**src/rtl/machine_cycle_controller_if.sv**
```systemverilog
// rtl/machine_cycle_controller_if.sv - bus and strobe bundle for the 4004 machine-cycle controller
interface machine_cycle_controller_if;
    logic [3:0] data_bus;
    logic       hold_req;
    logic [2:0] state;
    logic       sync;
    logic       addr_en;
    logic [1:0] addr_sel;
    logic       instruction_register_WE;
    logic       opr_sel;
    logic       operand_we;
    logic       second_cycle;
    logic       exec_en;
    logic       pc_inc;
    logic       hold_ack;

    // Core side drives the bus nibble and hold request, observes the phase strobes
    modport master (
        output data_bus,
        output hold_req,
        input  state,
        input  sync,
        input  addr_en,
        input  addr_sel,
        input  instruction_register_WE,
        input  opr_sel,
        input  operand_we,
        input  second_cycle,
        input  exec_en,
        input  pc_inc,
        input  hold_ack
    );

    // Controller side consumes the bus nibble and hold request, produces the strobes
    modport slave (
        input  data_bus,
        input  hold_req,
        output state,
        output sync,
        output addr_en,
        output addr_sel,
        output instruction_register_WE,
        output opr_sel,
        output operand_we,
        output second_cycle,
        output exec_en,
        output pc_inc,
        output hold_ack
    );
endinterface

```
**src/rtl/machine_cycle_controller.sv**
```systemverilog
// rtl/machine_cycle_controller.sv - 4004 eight-phase machine-cycle sequencer with two-word decode and bus hold
module machine_cycle_controller (
    input  logic                          clk_1,
    input  logic                          rst_n,
    machine_cycle_controller_if.slave     bus
);

    // HOLD sits outside the eight real phases; its low bits are zero so the
    // visible state reads as A1 while parked.
    typedef enum logic [3:0] {
        ST_A1   = 4'd0,
        ST_A2   = 4'd1,
        ST_A3   = 4'd2,
        ST_M1   = 4'd3,
        ST_M2   = 4'd4,
        ST_X1   = 4'd5,
        ST_X2   = 4'd6,
        ST_X3   = 4'd7,
        ST_HOLD = 4'd8
    } phase_t;

    phase_t     r_phase;
    phase_t     w_phase_nxt;
    logic       r_pending;
    logic       w_pending_nxt;
    logic       r_second;
    logic       w_second_nxt;
    logic [3:0] r_opr;
    logic [3:0] w_opr_nxt;
    logic       w_two_word;

    logic [2:0] w_state;
    logic       w_sync;
    logic       w_addr_en;
    logic [1:0] w_addr_sel;
    logic       w_ir_we;
    logic       w_opr_sel;
    logic       w_operand_we;
    logic       w_exec_en;
    logic       w_pc_inc;
    logic       w_hold_ack;

    // Two-word opcodes: JCN, JUN, JMS, ISZ, and FIM (0x2 with even OPA; odd OPA is SRC)
    always_comb begin
        w_two_word = 1'b0;
        case (r_opr)
            4'h1, 4'h4, 4'h5, 4'h7: w_two_word = 1'b1;
            4'h2:                   w_two_word = ~bus.data_bus[0];
            default:                w_two_word = 1'b0;
        endcase
    end

    // State, pending flag, second-cycle flag and latched OPR; reset aborts any instruction
    always_ff @(posedge clk_1) begin
        if (!rst_n) begin
            r_phase   <= ST_A1;
            r_pending <= 1'b0;
            r_second  <= 1'b0;
            r_opr     <= 4'h0;
        end else begin
            r_phase   <= w_phase_nxt;
            r_pending <= w_pending_nxt;
            r_second  <= w_second_nxt;
            r_opr     <= w_opr_nxt;
        end
    end

    // Next phase plus the OPR latch, two-word decision and pending-to-second transfer
    always_comb begin
        w_phase_nxt   = r_phase;
        w_pending_nxt = r_pending;
        w_second_nxt  = r_second;
        w_opr_nxt     = r_opr;
        case (r_phase)
            ST_A1: w_phase_nxt = ST_A2;
            ST_A2: w_phase_nxt = ST_A3;
            ST_A3: w_phase_nxt = ST_M1;
            ST_M1: begin
                w_phase_nxt = ST_M2;
                // Only an opcode fetch carries OPR; operand words must not disturb it
                if (!r_second) begin
                    w_opr_nxt = bus.data_bus;
                end
            end
            ST_M2: begin
                w_phase_nxt = ST_X1;
                // Second cycles never chain, whatever their operand looks like
                if (!r_second && w_two_word) begin
                    w_pending_nxt = 1'b1;
                end
            end
            ST_X1: w_phase_nxt = ST_X2;
            ST_X2: w_phase_nxt = ST_X3;
            ST_X3: begin
                // The transfer happens on leaving X3 whether we go to A1 or park
                w_phase_nxt   = bus.hold_req ? ST_HOLD : ST_A1;
                w_second_nxt  = r_pending;
                w_pending_nxt = 1'b0;
            end
            ST_HOLD: begin
                if (!bus.hold_req) begin
                    w_phase_nxt = ST_A1;
                end
            end
            default: w_phase_nxt = ST_A1;
        endcase
    end

    // Moore decode of the registered phase and flags; nothing here looks at the inputs
    always_comb begin
        w_state      = 3'd0;
        w_sync       = 1'b0;
        w_addr_en    = 1'b0;
        w_addr_sel   = 2'd0;
        w_ir_we      = 1'b0;
        w_opr_sel    = 1'b0;
        w_operand_we = 1'b0;
        w_exec_en    = 1'b0;
        w_pc_inc     = 1'b0;
        w_hold_ack   = 1'b0;
        if (r_phase == ST_HOLD) begin
            w_hold_ack = 1'b1;
        end else begin
            w_state = r_phase[2:0];
            case (r_phase)
                ST_A1: begin
                    w_addr_en  = 1'b1;
                    w_addr_sel = 2'd0;
                end
                ST_A2: begin
                    w_addr_en  = 1'b1;
                    w_addr_sel = 2'd1;
                end
                ST_A3: begin
                    w_addr_en  = 1'b1;
                    w_addr_sel = 2'd2;
                end
                ST_M1: begin
                    w_opr_sel    = 1'b1;
                    w_ir_we      = ~r_second;
                    w_operand_we = r_second;
                end
                ST_M2: begin
                    w_ir_we      = ~r_second;
                    w_operand_we = r_second;
                end
                ST_X1, ST_X2: begin
                    // First half of a two-word instruction leaves the X phases idle
                    w_exec_en = r_second | ~r_pending;
                end
                ST_X3: begin
                    w_exec_en = r_second | ~r_pending;
                    w_sync    = 1'b1;
                    w_pc_inc  = 1'b1;
                end
                default: begin
                    w_state = 3'd0;
                end
            endcase
        end
    end

    assign bus.state                   = w_state;
    assign bus.sync                    = w_sync;
    assign bus.addr_en                 = w_addr_en;
    assign bus.addr_sel                = w_addr_sel;
    assign bus.instruction_register_WE = w_ir_we;
    assign bus.opr_sel                 = w_opr_sel;
    assign bus.operand_we              = w_operand_we;
    assign bus.second_cycle            = (r_phase == ST_HOLD) ? 1'b0 : r_second;
    assign bus.exec_en                 = w_exec_en;
    assign bus.pc_inc                  = w_pc_inc;
    assign bus.hold_ack                = w_hold_ack;

endmodule

```
**src/flat_wrapper.sv**
```systemverilog
// flat-port wrapper written by rule: the top's interface ports become plain ports
module machine_cycle_controller_flat 
  (clk_1, rst_n, bus_data_bus, bus_hold_req, bus_state, bus_sync, bus_addr_en, bus_addr_sel, bus_instruction_register_WE, bus_opr_sel, bus_operand_we, bus_second_cycle, bus_exec_en, bus_pc_inc, bus_hold_ack);
  machine_cycle_controller_if bus_i ();
  input  logic clk_1;
  input  logic rst_n;
  input wire logic [$bits(bus_i.data_bus)-1:0] bus_data_bus;
  input wire logic [$bits(bus_i.hold_req)-1:0] bus_hold_req;
  output wire logic [$bits(bus_i.state)-1:0] bus_state;
  output wire logic [$bits(bus_i.sync)-1:0] bus_sync;
  output wire logic [$bits(bus_i.addr_en)-1:0] bus_addr_en;
  output wire logic [$bits(bus_i.addr_sel)-1:0] bus_addr_sel;
  output wire logic [$bits(bus_i.instruction_register_WE)-1:0] bus_instruction_register_WE;
  output wire logic [$bits(bus_i.opr_sel)-1:0] bus_opr_sel;
  output wire logic [$bits(bus_i.operand_we)-1:0] bus_operand_we;
  output wire logic [$bits(bus_i.second_cycle)-1:0] bus_second_cycle;
  output wire logic [$bits(bus_i.exec_en)-1:0] bus_exec_en;
  output wire logic [$bits(bus_i.pc_inc)-1:0] bus_pc_inc;
  output wire logic [$bits(bus_i.hold_ack)-1:0] bus_hold_ack;
  assign bus_i.data_bus = bus_data_bus;
  assign bus_i.hold_req = bus_hold_req;
  assign bus_state = bus_i.state;
  assign bus_sync = bus_i.sync;
  assign bus_addr_en = bus_i.addr_en;
  assign bus_addr_sel = bus_i.addr_sel;
  assign bus_instruction_register_WE = bus_i.instruction_register_WE;
  assign bus_opr_sel = bus_i.opr_sel;
  assign bus_operand_we = bus_i.operand_we;
  assign bus_second_cycle = bus_i.second_cycle;
  assign bus_exec_en = bus_i.exec_en;
  assign bus_pc_inc = bus_i.pc_inc;
  assign bus_hold_ack = bus_i.hold_ack;
  machine_cycle_controller u_core (.clk_1(clk_1), .rst_n(rst_n), .bus(bus_i));
endmodule
```
**config.mk**
```make
export PLATFORM = sky130hd
export DESIGN_NAME = machine_cycle_controller_flat
export DESIGN_NICKNAME = d
export VERILOG_FILES = /design/src/rtl/machine_cycle_controller_if.sv /design/src/rtl/machine_cycle_controller.sv /design/src/flat_wrapper.sv
export SDC_FILE = /design/constraint.sdc
export NUM_CORES = 1
export LEC_CHECK = 0
export ABC_AREA = 1
export BUFFER_PORTS_ARGS = -buffer_cell sky130_fd_sc_hd__buf_2
export CAP_MARGIN = 20
export CORE_AREA = 5 5 42 44
export DETAILED_ROUTE_END_ITERATION = 8
export DIE_AREA = 0 0 47 49
export PLACE_DENSITY_LB_ADDON = 0.15
export SETUP_SLACK_MARGIN = 0.15
export SLEW_MARGIN = 0
export SYNTH_ARGS = -nofsm -noshare
export SYNTH_HDL_FRONTEND = slang
export SYNTH_SLANG_ARGS = --single-unit
```
**constraint.sdc**
```tcl
create_clock -name clk_1 -period 3.3 [get_ports clk_1]
set_clock_uncertainty 0.15 [all_clocks]
set_input_delay 0.33 -clock clk_1 [delete_from_list [all_inputs] [get_ports clk_1]]
set_output_delay 0.33 -clock clk_1 [all_outputs]
set_load 0.01 [all_outputs]
```
=== Yosys cells after proc, flatten, opt, wreduce, memory -nomap -nowiden ===
Cells that the tools add are included.
W data, S select, Z words.

* Bits in registers: 10
* Input port bits: 7
* Output and inout bits: 14
* Logic and storage cells: 58

* Eq/ne operators: 15
* Mux-type cells: 24
* Bitwise operators: 4
* Reduce and logical (&&, ||, !) cells: 11

{| class="wikitable"
|+ Operators by type and width
! cell !! count
|-
| $pmux W4 S9 || 1
|-
| $eq A4 B3 Y1 const B || 7
|-
| $mux W1 || 15
|-
| $eq A4 B2 Y1 const B || 3
|-
| $eq A4 B1 Y1 const B || 2
|-
| $mux W4 || 2
|-
| $reduce_or A8 Y1 || 1
|-
| $mux W3 || 2
|-
| $reduce_or A3 Y1 || 2
|-
| $eq A4 B4 Y1 const B || 1
|-
| $logic_not A4 Y1 || 1
|-
| $pmux W1 S2 || 2
|-
| $pmux W2 S2 || 1
|-
| $reduce_and A2 Y1 || 2
|-
| $reduce_or A4 Y1 || 1
|-
| $not A1 Y1 || 3
|-
| $mux W2 || 1
|-
| $ne A2 B1 Y1 const B || 1
|-
| $ne A2 B2 Y1 const B || 1
|-
| $reduce_bool A2 Y1 || 1
|-
| $reduce_or A2 Y1 || 1
|-
| $logic_and A1 B1 Y1 || 1
|-
| $logic_not A1 Y1 || 1
|-
| $or A1 B1 Y1 || 1
|}

=== Longest topological paths before layout ===
Gate-level depths: netlist of the first run.

* Depth in word-level cells: 6
* Gate-level depth with buffers: 6
* Depth with buffers taken out: 6

=== Worst setup path after synthesis of the first run ===
No wires, ideal clock.

* Path kind: register -> output
* Start point: reg u_core.r_phase[3]
* End point: out bus_sync
* Data arrival time: 0.986 ns
* Data required time: 2.820 ns
* Slack: 1.834 ns
* Stages on the path, launching flop included: 5
* Buffers on the path: 1
* Cell sequence: dfxtp_1 -> nor2_2 -> nand2_1 -> inv_1 -> buf_4

* Word-level cells in the longest chain between the ends: 3
* Elaborated cells on any way between the ends: 4
* Classes of those cells: eq/ne (2); mux (2)

{| class="wikitable"
|+ RTL lines
! element !! line !! source
|-
| from (decl) || machine_cycle_controller.sv:22 || <nowiki>phase_t r_phase;</nowiki>
|-
| from (signal assigned) || machine_cycle_controller.sv:61 || <nowiki>r_phase <= w_phase_nxt;</nowiki>
|-
| $eq A4 B3 Y1 || n/a ||
|-
| $mux W1 || n/a ||
|-
| $mux W1 * || n/a ||
|-
| to (decl) || flat_wrapper.sv:10 || <nowiki>output wire logic [$bits(bus_i.sync)-1:0] bus_sync;</nowiki>
|}

Mark *: on every way between the ends. The rest lies on a longest branch, timed or not.

=== Worst setup path in the final report of the first run ===
* Start point: reg u_core.r_phase[3]
* End point: out bus_operand_we

* Word-level cells in the longest chain between the ends: 4
* Elaborated cells on any way between the ends: 6
* Classes of those cells: eq/ne (3); mux (2); reduce/logical (1)

{| class="wikitable"
|+ RTL lines
! element !! line !! source
|-
| $eq A4 B2 Y1 or $eq A4 B3 Y1 (tied branches) || machine_cycle_controller.sv:125 || <nowiki>case (r_phase)</nowiki>
|-
| $reduce_or A2 Y1 (no line) || n/a ||
|-
| $mux W1 || machine_cycle_controller.sv:125 ||
|-
| $mux W1 * || machine_cycle_controller.sv:121 || <nowiki>if (r_phase == ST_HOLD) begin</nowiki>
|-
| to (decl) || flat_wrapper.sv:15 || <nowiki>output wire logic [$bits(bus_i.operand_we)-1:0] bus_operand_we;</nowiki>
|}

Marked as above.

==> flow_summary.html, run 1 <==
<table>
<tr><th>Metric</th><th>Value</th></tr>
<tr><th colspan="2">Clocking</th></tr>
<tr><td>Clock Tree Root</td><td>sky130_fd_sc_hd__clkbuf_4</td></tr>
<tr><td>Clk_lat worst skew</td><td>0.27 ns</td></tr>
<tr><td>CTS tree</td><td>yes</td></tr>
<tr><td>CTS Buf Count</td><td>3</td></tr>
<tr><td>Buffers from clock root to sink, at most</td><td>2</td></tr>
<tr><td>Post-cts resize count</td><td>0</td></tr>
<tr><td>Clock Pin Slew Worst Setup and Hold Paths</td><td>0.07 ns</td></tr>
<tr><td>Quantity of hold-fixing buffers added after cts</td><td>0</td></tr>
<tr><td>CTS HTree Levels</td><td>1</td></tr>
<tr><td>Number of buffers inserted to repair setup after CTS</td><td>0</td></tr>
<tr><td>Total number of clock tree sinks</td><td>10</td></tr>
<tr><th colspan="2">Detailed routing</th></tr>
<tr><td>Antenna Violating Nets Remaining</td><td>0</td></tr>
<tr><td>Detailed-routing iteration count for the pre-antenna-repair pass</td><td>3</td></tr>
<tr><td>Count of unresolved DRC violations after routing</td><td>0</td></tr>
<tr><td>Total wirelength of the detailed-routed design</td><td>1170 um</td></tr>
<tr><td>Routed len/inst</td><td>10.5 um</td></tr>
<tr><td>Count of vias placed by the detailed router</td><td>532</td></tr>
<tr><td>Detailed Route Iter0 Violations</td><td>1</td></tr>
<tr><td>Via density per instance</td><td>4.75</td></tr>
<tr><th colspan="2">Critical path</th></tr>
<tr><td>Start-to-end type of the worst setup path</td><td>reg2out</td></tr>
<tr><td>Critical Path, Cell by Cell</td><td>nor2_2 &gt; inv_2 &gt; nor2_8 &gt; a21oi_1 &gt; nor2_1 &gt; buf_2</td></tr>
<tr><td>Standard cell with the maximum stage delay on the critical path</td><td>sky130_fd_sc_hd__dfxtp_1</td></tr>
<tr><td>Largest stage delay on the critical path</td><td>0.47 ns</td></tr>
<tr><td>WP data required</td><td>2.82 ns</td></tr>
<tr><td>Max FO, Critical Path</td><td>8</td></tr>
<tr><td>Critical path launch point type</td><td>flop</td></tr>
<tr><td>Endpoint class of the critical path</td><td>primary output</td></tr>
<tr><td>Arrival @ worst endpoint</td><td>1.41 ns</td></tr>
<tr><th colspan="2">Layout</th></tr>
<tr><td>Most common cell after layout, fill and taps aside</td><td>sky130_fd_sc_hd__buf_2</td></tr>
<tr><td>Leading cell types in the layout, fill and taps excluded</td><td>sky130_fd_sc_hd__buf_2 (20), sky130_fd_sc_hd__inv_1 (12), sky130_fd_sc_hd__nand2_1 (11), sky130_fd_sc_hd__dfxtp_1 (10)</td></tr>
<tr><td>Non-Filler Instances</td><td>112</td></tr>
<tr><td>Finished Cell Area</td><td>656 sq um</td></tr>
<tr><td>Post-layout nets</td><td>104</td></tr>
<tr><td>Relative area change from synthesis to final layout</td><td>29.4%</td></tr>
<tr><td>Antenna Diode Count</td><td>0</td></tr>
<tr><td>Ratio of cells with drive above 1 in the final layout</td><td>0.323</td></tr>
<tr><th colspan="2">Min path</th></tr>
<tr><td>Classification of the worst-slack hold path</td><td>in2reg</td></tr>
<tr><th colspan="2">Synthesis</th></tr>
<tr><td>Syn_nets</td><td>80</td></tr>
<tr><td>Sequential share of the synthesized area</td><td>0.395</td></tr>
<tr><td>Netlist Area Pre-Place</td><td>507 sq um</td></tr>
<tr><td>Total number of yosys warnings</td><td>0</td></tr>
<tr><td>Post-Syn Area per Cell</td><td>6.94 sq um</td></tr>
<tr><td>Post-synthesis sequential element count</td><td>10</td></tr>
<tr><td>Number of distinct library cells after synthesis</td><td>19</td></tr>
<tr><td>Post-synthesis cell count</td><td>73</td></tr>
<tr><th colspan="2">Floorplanning</th></tr>
<tr><td>Die boundary height</td><td>49 um</td></tr>
<tr><td>Area inside the core boundary</td><td>1400 sq um</td></tr>
<tr><td>Starting utilization of the core area</td><td>0.362</td></tr>
<tr><td>Std cell rows</td><td>14</td></tr>
<tr><td>Number of ports placed on the die boundary</td><td>21</td></tr>
<tr><td>Die span in x</td><td>47 um</td></tr>
<tr><td>Area of the die</td><td>2300 sq um</td></tr>
<tr><th colspan="2">STA</th></tr>
<tr><td>Number of hold violations in the final report</td><td>0</td></tr>
<tr><td>Period utilization</td><td>0.573</td></tr>
<tr><td>Minimum clock period after layout</td><td>1.89 ns</td></tr>
<tr><td>Setup repair after global routing missed its margin</td><td>false</td></tr>
<tr><td>Final max-slew violation count</td><td>0</td></tr>
<tr><td>Max Clock Freq</td><td>529 MHz</td></tr>
<tr><td>Relative max-transition margin</td><td>0.788</td></tr>
<tr><td>Transition at the pin with the smallest max-transition slack</td><td>0.316 ns</td></tr>
<tr><td>Aggregate negative setup slack</td><td>0 ns</td></tr>
<tr><td>Final-report setup violation count</td><td>0</td></tr>
<tr><th colspan="2">Global routing</th></tr>
<tr><td>Number of antenna violations at the first check in global routing</td><td>0</td></tr>
<tr><td>Maximum number of pins on one net before global-route repair</td><td>10</td></tr>
<tr><td>First-pass GRT wire length</td><td>2010 um</td></tr>
<tr><td>Vias in the first global route</td><td>499</td></tr>
<tr><td>Overflow left after global routing</td><td>0</td></tr>
<tr><td>GRT Resource Usage Total</td><td>0.116</td></tr>
<tr><th colspan="2">Power</th></tr>
<tr><td>Leak pwr</td><td>0.344 nW</td></tr>
<tr><td>Cell-internal power</td><td>0.208 mW</td></tr>
<tr><td>Clock group share of total power</td><td>0.399</td></tr>
<tr><td>Total power draw</td><td>0.281 mW</td></tr>
<tr><td>Register share of total power</td><td>0.458</td></tr>
<tr><td>Net switching power figure</td><td>0.0731 mW</td></tr>
<tr><td>Pwr per Cell Area</td><td>429 nW/um^2</td></tr>
<tr><td>Power share of the combinational group</td><td>0.143</td></tr>
<tr><td>Sw frac</td><td>0.260</td></tr>
<tr><td>Max IR drop VDD</td><td>0.000223 V</td></tr>
<tr><th colspan="2">Placement</th></tr>
<tr><td>Total placed instance area</td><td>619 sq um</td></tr>
<tr><td>Weighted congestion at the end of routability-driven global placement</td><td>0.773</td></tr>
<tr><td>Total instance count after detailed placement</td><td>108</td></tr>
<tr><td>Final HPWL from detailed placement</td><td>933 um</td></tr>
<tr><td>I/O Buffers</td><td>20</td></tr>
<tr><th colspan="2">Flow run</th></tr>
<tr><td>Max Cap Viol</td><td>0</td></tr>
<tr><th colspan="2">Status</th></tr>
<tr><td>Outcome</td><td>completed</td></tr>
</table>
## state kept, by name (all words and copies together) (netlist names)
register and count:
u_core.r_opr 4, u_core.r_phase 4, u_core.r_pending 1, u_core.r_second 1
## area by class of cell
class	instances	area [sq um]
Timing Repair Buffer	20	100
Multi-Input combinational cell	48	246
Inverter	14	52.6
Sequential cell	10	200
Fill cell	166	746
Tap cell	16	20.0
Clock buffer	4	36.3
## synthesized netlist by cell type
master                     count  area (sq um)
sky130_fd_sc_hd__nand3b_1      1          7.51
sky130_fd_sc_hd__a21oi_1       8          40.0
sky130_fd_sc_hd__inv_2         1          3.75
sky130_fd_sc_hd__or2_2         1          6.26
sky130_fd_sc_hd__dfxtp_1      10           200
sky130_fd_sc_hd__inv_1        12          45.0
sky130_fd_sc_hd__nor2_1        8          30.0
sky130_fd_sc_hd__nor3_1        3          15.0
sky130_fd_sc_hd__nor2_2        2          12.5
sky130_fd_sc_hd__o21ai_0       2          10.0
sky130_fd_sc_hd__buf_4         1          7.51
sky130_fd_sc_hd__nand2_2       2          12.5
sky130_fd_sc_hd__o21a_1        1          7.51
sky130_fd_sc_hd__nand2_1      11          41.3
sky130_fd_sc_hd__a211oi_1      1          7.51
sky130_fd_sc_hd__nor4_1        1          6.26
sky130_fd_sc_hd__clkinv_1      1          3.75
sky130_fd_sc_hd__nand3_1       6          30.0
sky130_fd_sc_hd__nor2_8        1          20.0
## final timing paths
| check | startpoint | end | slack [ns] | cells past startpoint |
|---|---|---|---|---|
| hold / removal | bus_hold_req | u_core.r_phase[3]$_SDFFE_PN0P_ | 0.12 | 3 |
| hold reg to reg | u_core.r_opr[3]$_SDFFE_PN0P_ | u_core.r_opr[3]$_SDFFE_PN0P_ | 0.31 | 2 |
| setup / recovery | u_core.r_phase[3]$_SDFFE_PN0P_ | bus_operand_we | 1.41 | 6 |
| setup reg to reg | u_core.r_phase[3]$_SDFFE_PN0P_ | u_core.r_opr[2]$_SDFFE_PN0P_ | 2.04 | 6 |
## cells by family (layout without fill, tap and decap cells)
logic type | Yosys count | in the layout | synth area share
compound gates | 12 | 12 | 0.128
simple gates | 36 | 36 | 0.358
buf+inv | 15 | 38 | 0.119
flops | 10 | 10 | 0.395
## critical path: cells and delay by family (launching register included)
family / cells / cell delay [ns]
AO/OA/AOI/OAI: 1 / 0.20
flip-flops: 1 / 0.47
buffers and inverters: 2 / 0.26
AND/OR/NAND/NOR: 3 / 0.21
## through the flow
stage | utilization | setup slack, ns | hold WS (ns)
4_1_cts | 0.468 | 1.38 | 0.118
6_report | 0.468 | 1.41 | 0.124
2_1_floorplan | - | 1.83 | 0.285
3_5_place_dp | 0.442 | 1.68 | 0.308
3_3_place_gp | 0.442 | 1.70 | 0.300
5_1_grt | 0.468 | 1.30 | 0.124
## layer usage
layer,vias up,global-route usage,part of all wire
met4,0,0.0691,0.012
met2,15,0.176,0.48
met5,-,0,0
li1,279,-,-
met1,236,0.144,0.42
met3,2,0.0258,0.085
## power groups by stage
stage | Clock, mW | Sequential [mW] | Combinational, mW
5_1_grt | 0.121 | 0.130 | 0.0459
3_3_place_gp | 0 | 0.131 | 0.0406
2_1_floorplan | 0 | 0.131 | 0.0260
6_report | 0.112 | 0.129 | 0.0403
3_5_place_dp | 0 | 0.132 | 0.0413
4_1_cts | 0.115 | 0.129 | 0.0414
Power figures use the tool's default switching activity.
==> run 2: changes to the inputs <==
==> constraint.sdc (replaced) <==
create_clock -name clk_1 -period 1.9 [get_ports clk_1]
set_clock_uncertainty 0.15 [all_clocks]
set_input_delay 0.19 -clock clk_1 [delete_from_list [all_inputs] [get_ports clk_1]]
set_output_delay 0.19 -clock clk_1 [all_outputs]
set_load 0.01 [all_outputs]
==> flow_summary.html, run 2 (synthesis results as in run 1) <==
<table>
<tr><th>Metric</th><th>Value</th></tr>
<tr><th colspan="2">Power</th></tr>
<tr><td>Leak pwr</td><td>0.378 nW</td></tr>
<tr><td>Max IR drop VDD</td><td>0.000400 V</td></tr>
<tr><td>Pwr per Cell Area</td><td>680 nW/um^2</td></tr>
<tr><td>Total power draw</td><td>0.492 mW</td></tr>
<tr><th colspan="2">Floorplanning</th></tr>
<tr><td>Area of the die</td><td>2300 sq um</td></tr>
<tr><td>Die boundary height</td><td>49 um</td></tr>
<tr><td>Area inside the core boundary</td><td>1400 sq um</td></tr>
<tr><td>Number of ports placed on the die boundary</td><td>21</td></tr>
<tr><td>Std cell rows</td><td>14</td></tr>
<tr><td>Die span in x</td><td>47 um</td></tr>
<tr><td>Starting utilization of the core area</td><td>0.362</td></tr>
<tr><th colspan="2">Global routing</th></tr>
<tr><td>Met2 track demand over resource</td><td>0.183</td></tr>
<tr><td>Met1 GRT Util</td><td>0.155</td></tr>
<tr><td>GRT Resource Usage Total</td><td>0.122</td></tr>
<tr><td>Number of antenna violations at the first check in global routing</td><td>0</td></tr>
<tr><td>First-pass GRT wire length</td><td>2100 um</td></tr>
<tr><td>Overflow left after global routing</td><td>0</td></tr>
<tr><td>Maximum number of pins on one net before global-route repair</td><td>10</td></tr>
<tr><td>Met3 track demand over resource in global routing</td><td>0.0369</td></tr>
<tr><td>Vias in the first global route</td><td>514</td></tr>
<tr><td>Global-route layer with the greatest usage</td><td>met2</td></tr>
<tr><th colspan="2">Flow run</th></tr>
<tr><td>Max Cap Viol</td><td>0</td></tr>
<tr><th colspan="2">Critical path</th></tr>
<tr><td>Critical Path, Cell by Cell</td><td>nor2_4 &gt; inv_2 &gt; nor2_8 &gt; a21oi_1 &gt; nor2_1 &gt; buf_2</td></tr>
<tr><td>Start-to-end type of the worst setup path</td><td>reg2out</td></tr>
<tr><td>Endpoint class of the critical path</td><td>primary output</td></tr>
<tr><td>Critical path launch point type</td><td>flop</td></tr>
<tr><td>Arrival @ worst endpoint</td><td>1.30 ns</td></tr>
<tr><td>Largest stage delay on the critical path</td><td>0.38 ns</td></tr>
<tr><td>WP data required</td><td>1.56 ns</td></tr>
<tr><td>Max FO, Critical Path</td><td>7</td></tr>
<tr><td>Standard cell with the maximum stage delay on the critical path</td><td>sky130_fd_sc_hd__dfxtp_4</td></tr>
<tr><th colspan="2">Layout</th></tr>
<tr><td>Leading cell types in the layout, fill and taps excluded</td><td>sky130_fd_sc_hd__buf_2 (20), sky130_fd_sc_hd__inv_1 (12), sky130_fd_sc_hd__nand2_1 (11), sky130_fd_sc_hd__dfxtp_1 (9), sky130_fd_sc_hd__a21oi_1 (8)</td></tr>
<tr><td>Relative area change from synthesis to final layout</td><td>42.7%</td></tr>
<tr><td>Core occupancy in the finished layout</td><td>0.516</td></tr>
<tr><td>Antenna Diode Count</td><td>0</td></tr>
<tr><td>Number of filler cells placed in the layout</td><td>154</td></tr>
<tr><td>Ratio of cells with drive above 1 in the final layout</td><td>0.382</td></tr>
<tr><td>Non-Filler Instances</td><td>118</td></tr>
<tr><td>Largest registers in the final layout</td><td>u_core.r_opr x4, u_core.r_phase x4</td></tr>
<tr><td>Post-layout nets</td><td>110</td></tr>
<tr><td>Most common cell after layout, fill and taps aside</td><td>sky130_fd_sc_hd__buf_2</td></tr>
<tr><th colspan="2">Clocking</th></tr>
<tr><td>CTS HTree Levels</td><td>1</td></tr>
<tr><td>Total number of clock tree sinks</td><td>10</td></tr>
<tr><td>Buffers from clock root to sink, at most</td><td>2</td></tr>
<tr><td>Clock Pin Slew Worst Setup and Hold Paths</td><td>0.07 ns</td></tr>
<tr><td>Clk_lat worst skew</td><td>0.26 ns</td></tr>
<tr><td>CTS Buf Count</td><td>3</td></tr>
<tr><td>CTS tree</td><td>yes</td></tr>
<tr><td>Clock Tree Root</td><td>sky130_fd_sc_hd__clkbuf_4</td></tr>
<tr><th colspan="2">Detailed routing</th></tr>
<tr><td>Total wirelength of the detailed-routed design</td><td>1250 um</td></tr>
<tr><td>Routed len/inst</td><td>10.6 um</td></tr>
<tr><td>Count of vias placed by the detailed router</td><td>565</td></tr>
<tr><td>Via density per instance</td><td>4.79</td></tr>
<tr><td>Count of unresolved DRC violations after routing</td><td>0</td></tr>
<tr><td>Detailed-routing iteration count for the pre-antenna-repair pass</td><td>3</td></tr>
<tr><td>Detailed Route Iter0 Violations</td><td>8</td></tr>
<tr><td>Antenna Violating Nets Remaining</td><td>0</td></tr>
<tr><th colspan="2">STA</th></tr>
<tr><td>Final max-slew violation count</td><td>0</td></tr>
<tr><td>Worst hold slack after final layout</td><td>0.0189 ns</td></tr>
<tr><td>Aggregate negative setup slack</td><td>0 ns</td></tr>
<tr><td>Number of hold violations in the final report</td><td>0</td></tr>
<tr><td>Max Clock Freq</td><td>609 MHz</td></tr>
<tr><td>Relative max-transition margin</td><td>0.851</td></tr>
<tr><td>Transition at the pin with the smallest max-transition slack</td><td>0.224 ns</td></tr>
<tr><td>Final-report setup violation count</td><td>0</td></tr>
<tr><td>Period utilization</td><td>0.865</td></tr>
<tr><td>Setup repair after global routing missed its margin</td><td>true</td></tr>
<tr><td>Minimum clock period after layout</td><td>1.64 ns</td></tr>
<tr><th colspan="2">Placement</th></tr>
<tr><td>I/O Buffers</td><td>20</td></tr>
<tr><td>Total instance count after detailed placement</td><td>108</td></tr>
<tr><td>Final HPWL from detailed placement</td><td>934 um</td></tr>
<tr><td>Weighted congestion at the end of routability-driven global placement</td><td>0.773</td></tr>
<tr><th colspan="2">Status</th></tr>
<tr><td>Outcome</td><td>completed</td></tr>
<tr><th colspan="2">Min path</th></tr>
<tr><td>Classification of the worst-slack hold path</td><td>in2reg</td></tr>
</table>
## run 2: final timing paths
| check | start | cells past startpoint | slack (ns) | endpoint |
|---|---|---|---|---|
| hold reg to reg | u_core.r_opr[3]$_SDFFE_PN0P_ | 2 | 0.32 | u_core.r_opr[3]$_SDFFE_PN0P_ |
| setup reg to reg | u_core.r_phase[3]$_SDFFE_PN0P_ | 7 | 0.60 | u_core.r_opr[2]$_SDFFE_PN0P_ |
| hold / removal | rst_n | 2 | 0.02 | u_core.r_phase[2]$_SDFFE_PN0P_ |
| setup / recovery | u_core.r_phase[3]$_SDFFE_PN0P_ | 6 | 0.26 | bus_instruction_register_WE |
## run 2: critical path: cells and delay by family, from the launching register on
family / cells / cell delay (ns)
buffers and inverters: 2 / 0.21
AOI/OAI and AO/OA: 1 / 0.08
and+or+nand+nor: 3 / 0.36
DFF: 1 / 0.38
## run 2: power breakdown
| group | internal, mW | switching, mW |
|---|---|---|
| registers | 0.216 | 0.00804 |
| clock network | 0.116 | 0.0745 |
| logic | 0.0338 | 0.0436 |
| total | 0.366 | 0.126 |
## run 2: final cells by class
class / count / area [sq um] / area share
timing repair buffer: 26 / 148 / 0.204
sequential: 10 / 204 / 0.282
inverter: 14 / 56.3 / 0.0779
clock buffer: 4 / 36.3 / 0.0502
tap: 16 / 20.0 / 0.0277
multi-input combinational: 48 / 259 / 0.358
## run 2: per-stage QoR
| step | setup slack [ns] | cell area, sq um |
|---|---|---|
| 6_report | 0.257 | 723 |
| 4_1_cts | 0.204 | 667 |
| 3_5_place_dp | 0.428 | 619 |
| 2_1_floorplan | 0.574 | 507 |
| 5_1_grt | 0.136 | 723 |
| 3_3_place_gp | 0.444 | 619 |
## run 2: timing repair
action / 4_1_cts / 5_1_grt
endpoints found under the setup margin: 2 / 4
setup buffers: 0 / 5
hold buffers: 1 / 0
gates resized for setup: 1 / 5
endpoints found under the hold margin: 1 / 0
pin swaps: 0 / 1
## run 2: metal layers
layer / up-vias / share of wire
met5: - / 0
met4: 0 / 0.011
met3: 2 / 0.074
met2: 17 / 0.50
met1: 255 / 0.41
li1: 291 / -
